[config.mk]
export PLATFORM = sky130hd
export DESIGN_NAME = front_panel_conditioner
export DESIGN_NICKNAME = d
export VERILOG_FILES = /design/src/rtl/front_panel_conditioner.sv
export SDC_FILE = /design/constraint.sdc
export NUM_CORES = 1
export LEC_CHECK = 0
export ABC_CLOCK_PERIOD_IN_PS = 3580
export BUFFER_PORTS_ARGS = -buffer_cell sky130_fd_sc_hd__buf_4
export CAP_MARGIN = 20
export CORE_ASPECT_RATIO = 0.9
export CORE_MARGIN = 2
export CORE_UTILIZATION = 50
export DETAILED_ROUTE_END_ITERATION = 10
export HOLD_SLACK_MARGIN = 0.15
export PLACE_DENSITY = 0.66
export RECOVER_POWER = 100
export SYNTH_ARGS = -nofsm -noshare
export SYNTH_HDL_FRONTEND = slang
export SYNTH_SLANG_ARGS = --single-unit
[constraint.sdc]
create_clock -name clk -period 3.58 [get_ports clk]
set_clock_uncertainty 0.1 [all_clocks]
set_input_delay 0.537 -clock clk [delete_from_list [all_inputs] [get_ports clk]]
set_output_delay 0.537 -clock clk [all_outputs]
set_load 0.01 [all_outputs]
[src/rtl/front_panel_conditioner.sv]
// -----------------------------------------------------------------------------
// front_panel_conditioner
//
// Conditions the KIM-1 front-panel controls (ST key, RS key, board KEY and
// the SST switch) before they reach the KIM-1 core. Every raw pin is
// asynchronous, active-low and bouncy. Each pin passes through a two-flop
// synchroniser and then a counter debouncer. From the debounced levels the
// block produces:
//   - a stretched, glitch-free CPU reset (RS or KEY),
//   - a one-shot NMI pulse on each ST press,
//   - a clean SST level and an ST-held diagnostic level.
// No combinational path exists from any raw pin to any output.
//
// Ports:
//   clk        in   1 MHz core clock
//   reset      in   asynchronous, active-high block reset (power-on)
//   st_key_n   in   raw ST key, active low
//   rs_key_n   in   raw RS key, active low
//   key_n      in   raw board KEY, active low (second reset source)
//   sst_n      in   raw SST switch, active low
//   cpu_reset  out  active-high reset to the KIM-1 core
//   nmi        out  active-high NMI pulse, NMI_CYCLES wide
//   sst        out  debounced single-step enable, active high
//   st_held    out  debounced ST level, active high (diagnostic LED)
// -----------------------------------------------------------------------------
module front_panel_conditioner #(
  parameter int DEBOUNCE_CYCLES = 20000,  // minimum 2
  parameter int RESET_STRETCH   = 16,     // minimum 1
  parameter int NMI_CYCLES      = 4       // minimum 1
) (
  input  logic clk,
  input  logic reset,
  input  logic st_key_n,
  input  logic rs_key_n,
  input  logic key_n,
  input  logic sst_n,
  output logic cpu_reset,
  output logic nmi,
  output logic sst,
  output logic st_held
);

  localparam int DB_W  = $clog2(DEBOUNCE_CYCLES + 1);
  localparam int RS_W  = $clog2(RESET_STRETCH + 1);
  localparam int NMI_W = $clog2(NMI_CYCLES + 1);

  localparam logic [DB_W-1:0]  DB_LAST      = DB_W'(DEBOUNCE_CYCLES - 1);
  localparam logic [RS_W-1:0]  STRETCH_LAST = RS_W'(RESET_STRETCH - 1);
  localparam logic [NMI_W-1:0] NMI_LAST     = NMI_W'(NMI_CYCLES - 1);

  // Bit positions of the four controls in the packed vectors below.
  localparam int IDX_ST  = 0;
  localparam int IDX_RS  = 1;
  localparam int IDX_KEY = 2;
  localparam int IDX_SST = 3;

  typedef enum logic [1:0] {
    RST_HOLD    = 2'd0,
    RST_STRETCH = 2'd1,
    RST_RUN     = 2'd2
  } rst_state_t;

  logic [3:0] raw_n;
  logic [3:0] sync1_n;
  logic [3:0] sync2_n;
  logic [3:0] stable_n;             // debounced levels, still active low
  logic [DB_W-1:0] db_cnt [4];

  assign raw_n = {sst_n, key_n, rs_key_n, st_key_n};

  // ---------------------------------------------------------------------------
  // Two-flop synchronisers. Released (high) is the safe reset level.
  // ---------------------------------------------------------------------------
  // NOTE: sequential state is always assigned with <= so every flop samples
  // the pre-edge value of its neighbours, exactly like the hardware.
  always_ff @(posedge clk or posedge reset) begin
    if (reset) begin
      sync1_n <= '1;
      sync2_n <= '1;
    end else begin
      sync1_n <= raw_n;
      sync2_n <= sync1_n;
    end
  end

  // ---------------------------------------------------------------------------
  // Debouncers: a change is accepted only after DEBOUNCE_CYCLES consecutive
  // samples that disagree with the stable value. One agreeing sample
  // restarts the count, and the load clears the counter, so it never wraps.
  // ---------------------------------------------------------------------------
  always_ff @(posedge clk or posedge reset) begin
    if (reset) begin
      stable_n <= '1;
      for (int i = 0; i < 4; i++) db_cnt[i] <= '0;
    end else begin
      for (int i = 0; i < 4; i++) begin
        if (sync2_n[i] == stable_n[i]) begin
          db_cnt[i] <= '0;
        end else if (db_cnt[i] == DB_LAST) begin
          stable_n[i] <= sync2_n[i];
          db_cnt[i]   <= '0;
        end else begin
          db_cnt[i] <= db_cnt[i] + DB_W'(1);
        end
      end
    end
  end

  // Clean level outputs, one register after the debounced state.
  always_ff @(posedge clk or posedge reset) begin
    if (reset) begin
      sst     <= 1'b0;
      st_held <= 1'b0;
    end else begin
      sst     <= ~stable_n[IDX_SST];
      st_held <= ~stable_n[IDX_ST];
    end
  end

  // ---------------------------------------------------------------------------
  // Reset FSM: HOLD while either reset source is pressed, then STRETCH for
  // RESET_STRETCH cycles, then RUN. cpu_reset is registered from the next
  // state so it falls on the edge that enters RUN.
  // ---------------------------------------------------------------------------
  rst_state_t      state, next_state;
  logic [RS_W-1:0] stretch_cnt, stretch_cnt_next;
  logic            cpu_reset_next;
  logic            rst_req;

  assign rst_req = ~stable_n[IDX_RS] | ~stable_n[IDX_KEY];

  always_ff @(posedge clk or posedge reset) begin
    if (reset) begin
      state       <= RST_STRETCH;
      stretch_cnt <= '0;
      cpu_reset   <= 1'b1;
    end else begin
      state       <= next_state;
      stretch_cnt <= stretch_cnt_next;
      cpu_reset   <= cpu_reset_next;
    end
  end

  // NOTE: every signal driven here gets a default first, so no path through
  // the case can leave it unassigned and infer a latch.
  always_comb begin
    next_state       = state;
    stretch_cnt_next = stretch_cnt;
    unique case (state)
      RST_HOLD: begin
        if (!rst_req) begin
          next_state       = RST_STRETCH;
          stretch_cnt_next = '0;
        end
      end
      RST_STRETCH: begin
        if (rst_req) begin
          next_state       = RST_HOLD;
          stretch_cnt_next = '0;
        end else if (stretch_cnt == STRETCH_LAST) begin
          next_state       = RST_RUN;
          stretch_cnt_next = '0;
        end else begin
          stretch_cnt_next = stretch_cnt + RS_W'(1);
        end
      end
      RST_RUN: begin
        if (rst_req) begin
          next_state       = RST_HOLD;
          stretch_cnt_next = '0;
        end
      end
      default: begin
        next_state       = RST_HOLD;
        stretch_cnt_next = '0;
      end
    endcase
  end

  always_comb begin
    cpu_reset_next = (next_state != RST_RUN);
  end

  // ---------------------------------------------------------------------------
  // NMI one-shot. Triggered by a rising edge of debounced ST-pressed. Using
  // the registered cpu_reset discards triggers while reset is asserted,
  // including the cycle it falls, and truncates a pulse one edge after a
  // reset assertion. Triggers during a pulse are simply lost.
  // ---------------------------------------------------------------------------
  logic             st_pressed;
  logic             st_prev;
  logic [NMI_W-1:0] nmi_cnt;

  assign st_pressed = ~stable_n[IDX_ST];

  always_ff @(posedge clk or posedge reset) begin
    if (reset) begin
      st_prev <= 1'b0;
      nmi     <= 1'b0;
      nmi_cnt <= '0;
    end else begin
      st_prev <= st_pressed;
      if (cpu_reset) begin
        nmi     <= 1'b0;
        nmi_cnt <= '0;
      end else if (nmi) begin
        if (nmi_cnt == NMI_LAST) begin
          nmi     <= 1'b0;
          nmi_cnt <= '0;
        end else begin
          nmi_cnt <= nmi_cnt + NMI_W'(1);
        end
      end else if (st_pressed && !st_prev) begin
        nmi     <= 1'b1;
        nmi_cnt <= '0;
      end
    end
  end

endmodule

# Word-level counts from Yosys, hierarchy flattened
# Index checks and enable logic that the tools add are counted.
# totals
register_bits,86
in_bits,6
output_inout_bits,4
elab_cells,82
# classes
n_addsub,6
n_eq_ne,15
mux,26
bitwise,9
n_reduce_logical,9
# ops
operator,count
$mux 15,8
$add 15x1->15 const B,4
$eq 15x15->1 const B,4
$mux 5,4
$pmux 5 s3,1
$mux 3,4
$reduce_and 2->1,5
$mux 2,4
$not 1->1,8
$ne 2x2->1 const B,3
$pmux 2 s3,1
$add 5x1->5 const B,1
$eq 5x4->1 const B,1
$eq 1x1->1,4
$mux 1,4
$add 3x1->3 const B,1
$eq 3x2->1 const B,1
$reduce_bool 3->1,1
$eq 2x1->1 const B,1
$eq 2x2->1 const B,1
$logic_not 2->1,1
$logic_and 1x1->1,1
$logic_not 1->1,1
$or 1x1->1,1

# Longest topological paths before layout
# logic_depth
ltp_word,5
depth_mapped,6
ltp_nobuf,5

# Least setup slack after synthesis
# OpenSTA, ideal clock, no wires.
# synth_path
kind,reg-to-reg
start,reg db_cnt[42] in the netlist's numbering
end,reg db_cnt[35] in the netlist's numbering
setup_time_ns,0.119
t_arrival_ns,1.712
t_required_ns,3.361
setup_slack_ns,1.650
path_stages_with_launch,6
path_buffers,1
period_less_slack_ns,1.930
path_cell_list,dfrtp_1 or4b_1 or4_4 nand2b_2 buf_6 nor2_1
# synth_between
elab_chain_len,3
# synth_rtl
item,line,text
"start, declared",67,logic [DB_W-1:0] db_cnt [4];
"start signal, assigned by index",103,db_cnt[i] <= db_cnt[i] + DB_W'(1);
$eq 15x15->1,99,end else if (db_cnt[i] == DB_LAST) begin
$mux 15,99,
$mux 15,97,if (sync2_n[i] == stable_n[i]) begin
# Every way passes these cells.
# A chain may end at the register's enable or synchronous reset.

# Final worst setup path
# layout_path
start,reg db_cnt[12] in the netlist's numbering
end,reg db_cnt[2] in the netlist's numbering
# The elaborated chain is that of the path after synthesis.

==> out/qor.csv <==
metric,value,unit
status,"complete, no violations",
yosys_warnings,0,
drv_slew,0,
internal_power,0.00126,W
hp-start,rs_key_n,
die_area,8620,µm²
clk_latency,0.34,ns
crit_type,flop to flop,
ir_drop,256,µV
cts_tree,done,
ys.flop_type,dfrtp_1,
combPwrFrac,3.7,%
r2r_start,db_cnt[12]$_DFF_PP0_,
cp_data_arrival_time,2.38,ns
grt_pass1_vias,2504,
routed.top_layer,met4,
leakagePower,1.73,nW
overflow,0,
cts_buffer_depth,2,
dr_wl_met2,2730,µm
core-area,7580,µm²
setup_viol,0,
clock.fmax,441,MHz
layout_commonest_cell,dfrtp_1,
max-slew-margin-rel,40.7,%
worst_slack,1.31,ns
start_util,52.0,%
gp_congestion,0.752,
drtAntennaViolNets,0,
cts-root-buf,clkbuf_8,
synth_cell_types,39,
vias,2567,
r2r_cells,4,
critical_path.endpoint_type,flop,
grt_usage,16.1,%
hold_class,input port to flop,
area_delta_synth_final,7.83,%
place_ws,1.52,ns
via_per_inst,5.24,
drive_above_1_share,8.88,%
routedLengthMet1,3190,µm
grt_setup_unrepaired,false,
slowest_delay,0.59,ns
drc,0,
post_cts_buffers,0,
syn_area,3950,µm²
first_iter_violations,74,
final_cell_mix,"dfrtp_1, nor2_1, xnor2_1",
tightest_slew,0.885,ns
cpMaxStageDelayCell,or4_1,
seq_power_share,61.4,%
regToRegSetupSlack,1.31,ns
wl,6170,µm
ys_seq_area_share,55.0,%
hold_end,sync1_n[1]$_DFF_PP1_,
synth_edf_count,0,
critPathLaunchType,flop,
crit_path_max_fanout,13,
fillers,700,
grt_antenna_before_repair,0,
finalNonFillerCells,490,
fin_crit_sh,63.4,%
maxCapViolCount,0,
dp.cells,473,
min_path_cells,1,
synth-seq-cells,86,
grt_max_degree,68,
port_buffers,9,
synthArstFlopShare,100,%
p_per_area,385,nW/µm²
critPathRequiredTime,3.69,ns
clkPwrFrac,34.9,%
fin_crit,2.27,ns
wl_per_cell,12.6,µm
ctsResizeCount,0,
htree_levels,3,
r2r_end,db_cnt[2]$_DFF_PP0_,
cts_sinks,86,
cts_buffers,9,
cts-hold-fix-buffers,1,
dieWidth,97.6,µm
swShare,22.8,%
path_cells,or4b_1 > or4_1 > nand2b_1 > nor2_1,
top_level_ports,10,
syn_inst,372,
final_nets,401,
die_y,88.3,µm
tns,0,ns
drt_first_pass_iters,4,
dr_wl_met3,200,µm
synth_nets,384,
p_switching,0.000374,W
finalHoldViolCount,0,
path_clk_slew,0.08,ns
final_util,56.1,%
synth_area_per_cell,10.6,µm²
grt_pass1_wl,11300,µm
n_antenna_cell,0,
rows,30,
dpl.hpwl,4190,µm
[cell families after synthesis]
group,count (synthesis),synth area share (%)
and+or+nand+nor,187,24.1
adders and majority gates,6,1.90
muxes,5,1.71
xor gates and xnor gates,59,13.1
AOI/OAI and AO/OA,10,1.84
buffers and inverters,19,2.38
DFF,86,55.0
[power by group through the flow]
stage | clock network, W | logic (W) | registers (W)
after global placement | 0 | 0.0000629 | 0.00102
after floorplan | 0 | 0.0000483 | 0.00102
after detailed placement | 0 | 0.0000636 | 0.00102
after CTS | 0.000597 | 0.0000648 | 0.00100
final | 0.000571 | 0.0000611 | 0.00100
after global routing | 0.000635 | 0.0000727 | 0.00101
[per-layer routing]
metal | global-route usage, % | vias to the layer above
li1 | - | 1302
met1 | 21.6 | 1234
met2 | 25.8 | 26
met3 | 5.53 | 5
met4 | 3.79 | 0
met5 | 0 | -
[sequential cells by signal, indices dropped and copies added, names as in the netlist, 2 cells and up]
| signal | count |
|---|---|
| db_cnt | 60 |
| nmi_cnt | 3 |
| stable_n | 4 |
| state | 2 |
| stretch_cnt | 5 |
| sync1_n | 4 |
| sync2_n | 4 |
[synthesized netlist by cell type (4+ instances only)]
master | instances | area [µm²]
and4_1 | 4 | 35.0
dfrtp_1 | 72 | 1800
dfstp_2 | 14 | 368
ha_1 | 6 | 75.1
inv_1 | 14 | 52.6
nand2_1 | 22 | 82.6
nand3_1 | 20 | 100
nand4_1 | 16 | 100
nor2_1 | 71 | 267
nor3_1 | 14 | 70.1
nor4_1 | 14 | 87.6
or3_1 | 4 | 25.0
xnor2_1 | 42 | 368
xor2_1 | 17 | 149
[final cells by class]
cell class	count	area (µm²)	area share [%]
sequential	86	2170	51.0
clock buffer	13	139	3.26
inverter	14	53.8	1.26
clock inverter	3	22.5	0.529
multi-input combinational	267	1660	39.1
tap	96	120	2.82
timing repair buffer	11	86.3	2.03
[worst max path at each step]
stage                                     from             endpoint  slack (ns)  cells past startpoint
after global routing      db_cnt[12]$_DFF_PP0_  db_cnt[7]$_DFF_PP0_        1.17                      4
after floorplan                          reset  db_cnt[0]$_DFF_PP0_        0.74                      1
after global placement    db_cnt[12]$_DFF_PP0_  db_cnt[3]$_DFF_PP0_        1.54                      4
final                     db_cnt[12]$_DFF_PP0_  db_cnt[2]$_DFF_PP0_        1.31                      4
after detailed placement  db_cnt[12]$_DFF_PP0_  db_cnt[2]$_DFF_PP0_        1.52                      4
after CTS                 db_cnt[12]$_DFF_PP0_  db_cnt[7]$_DFF_PP0_        1.50                      4
[critical path: cells and delay by family (launching register included)]
family | cells | cell delay [ns]
simple gates | 4 | 1.63
flops | 1 | 0.41
[stage by stage]
step                area (µm²)  power (W)  hold WS [ns]
floorplan                 3950    0.00107         0.245
global placement          4110    0.00109         0.246
detailed placement        4110    0.00109         0.247
CTS                       4290    0.00167         0.175
global route              4260    0.00172         0.165
finish                    4260    0.00164         0.191
Note: power is estimated with default switching activity, not from simulation.
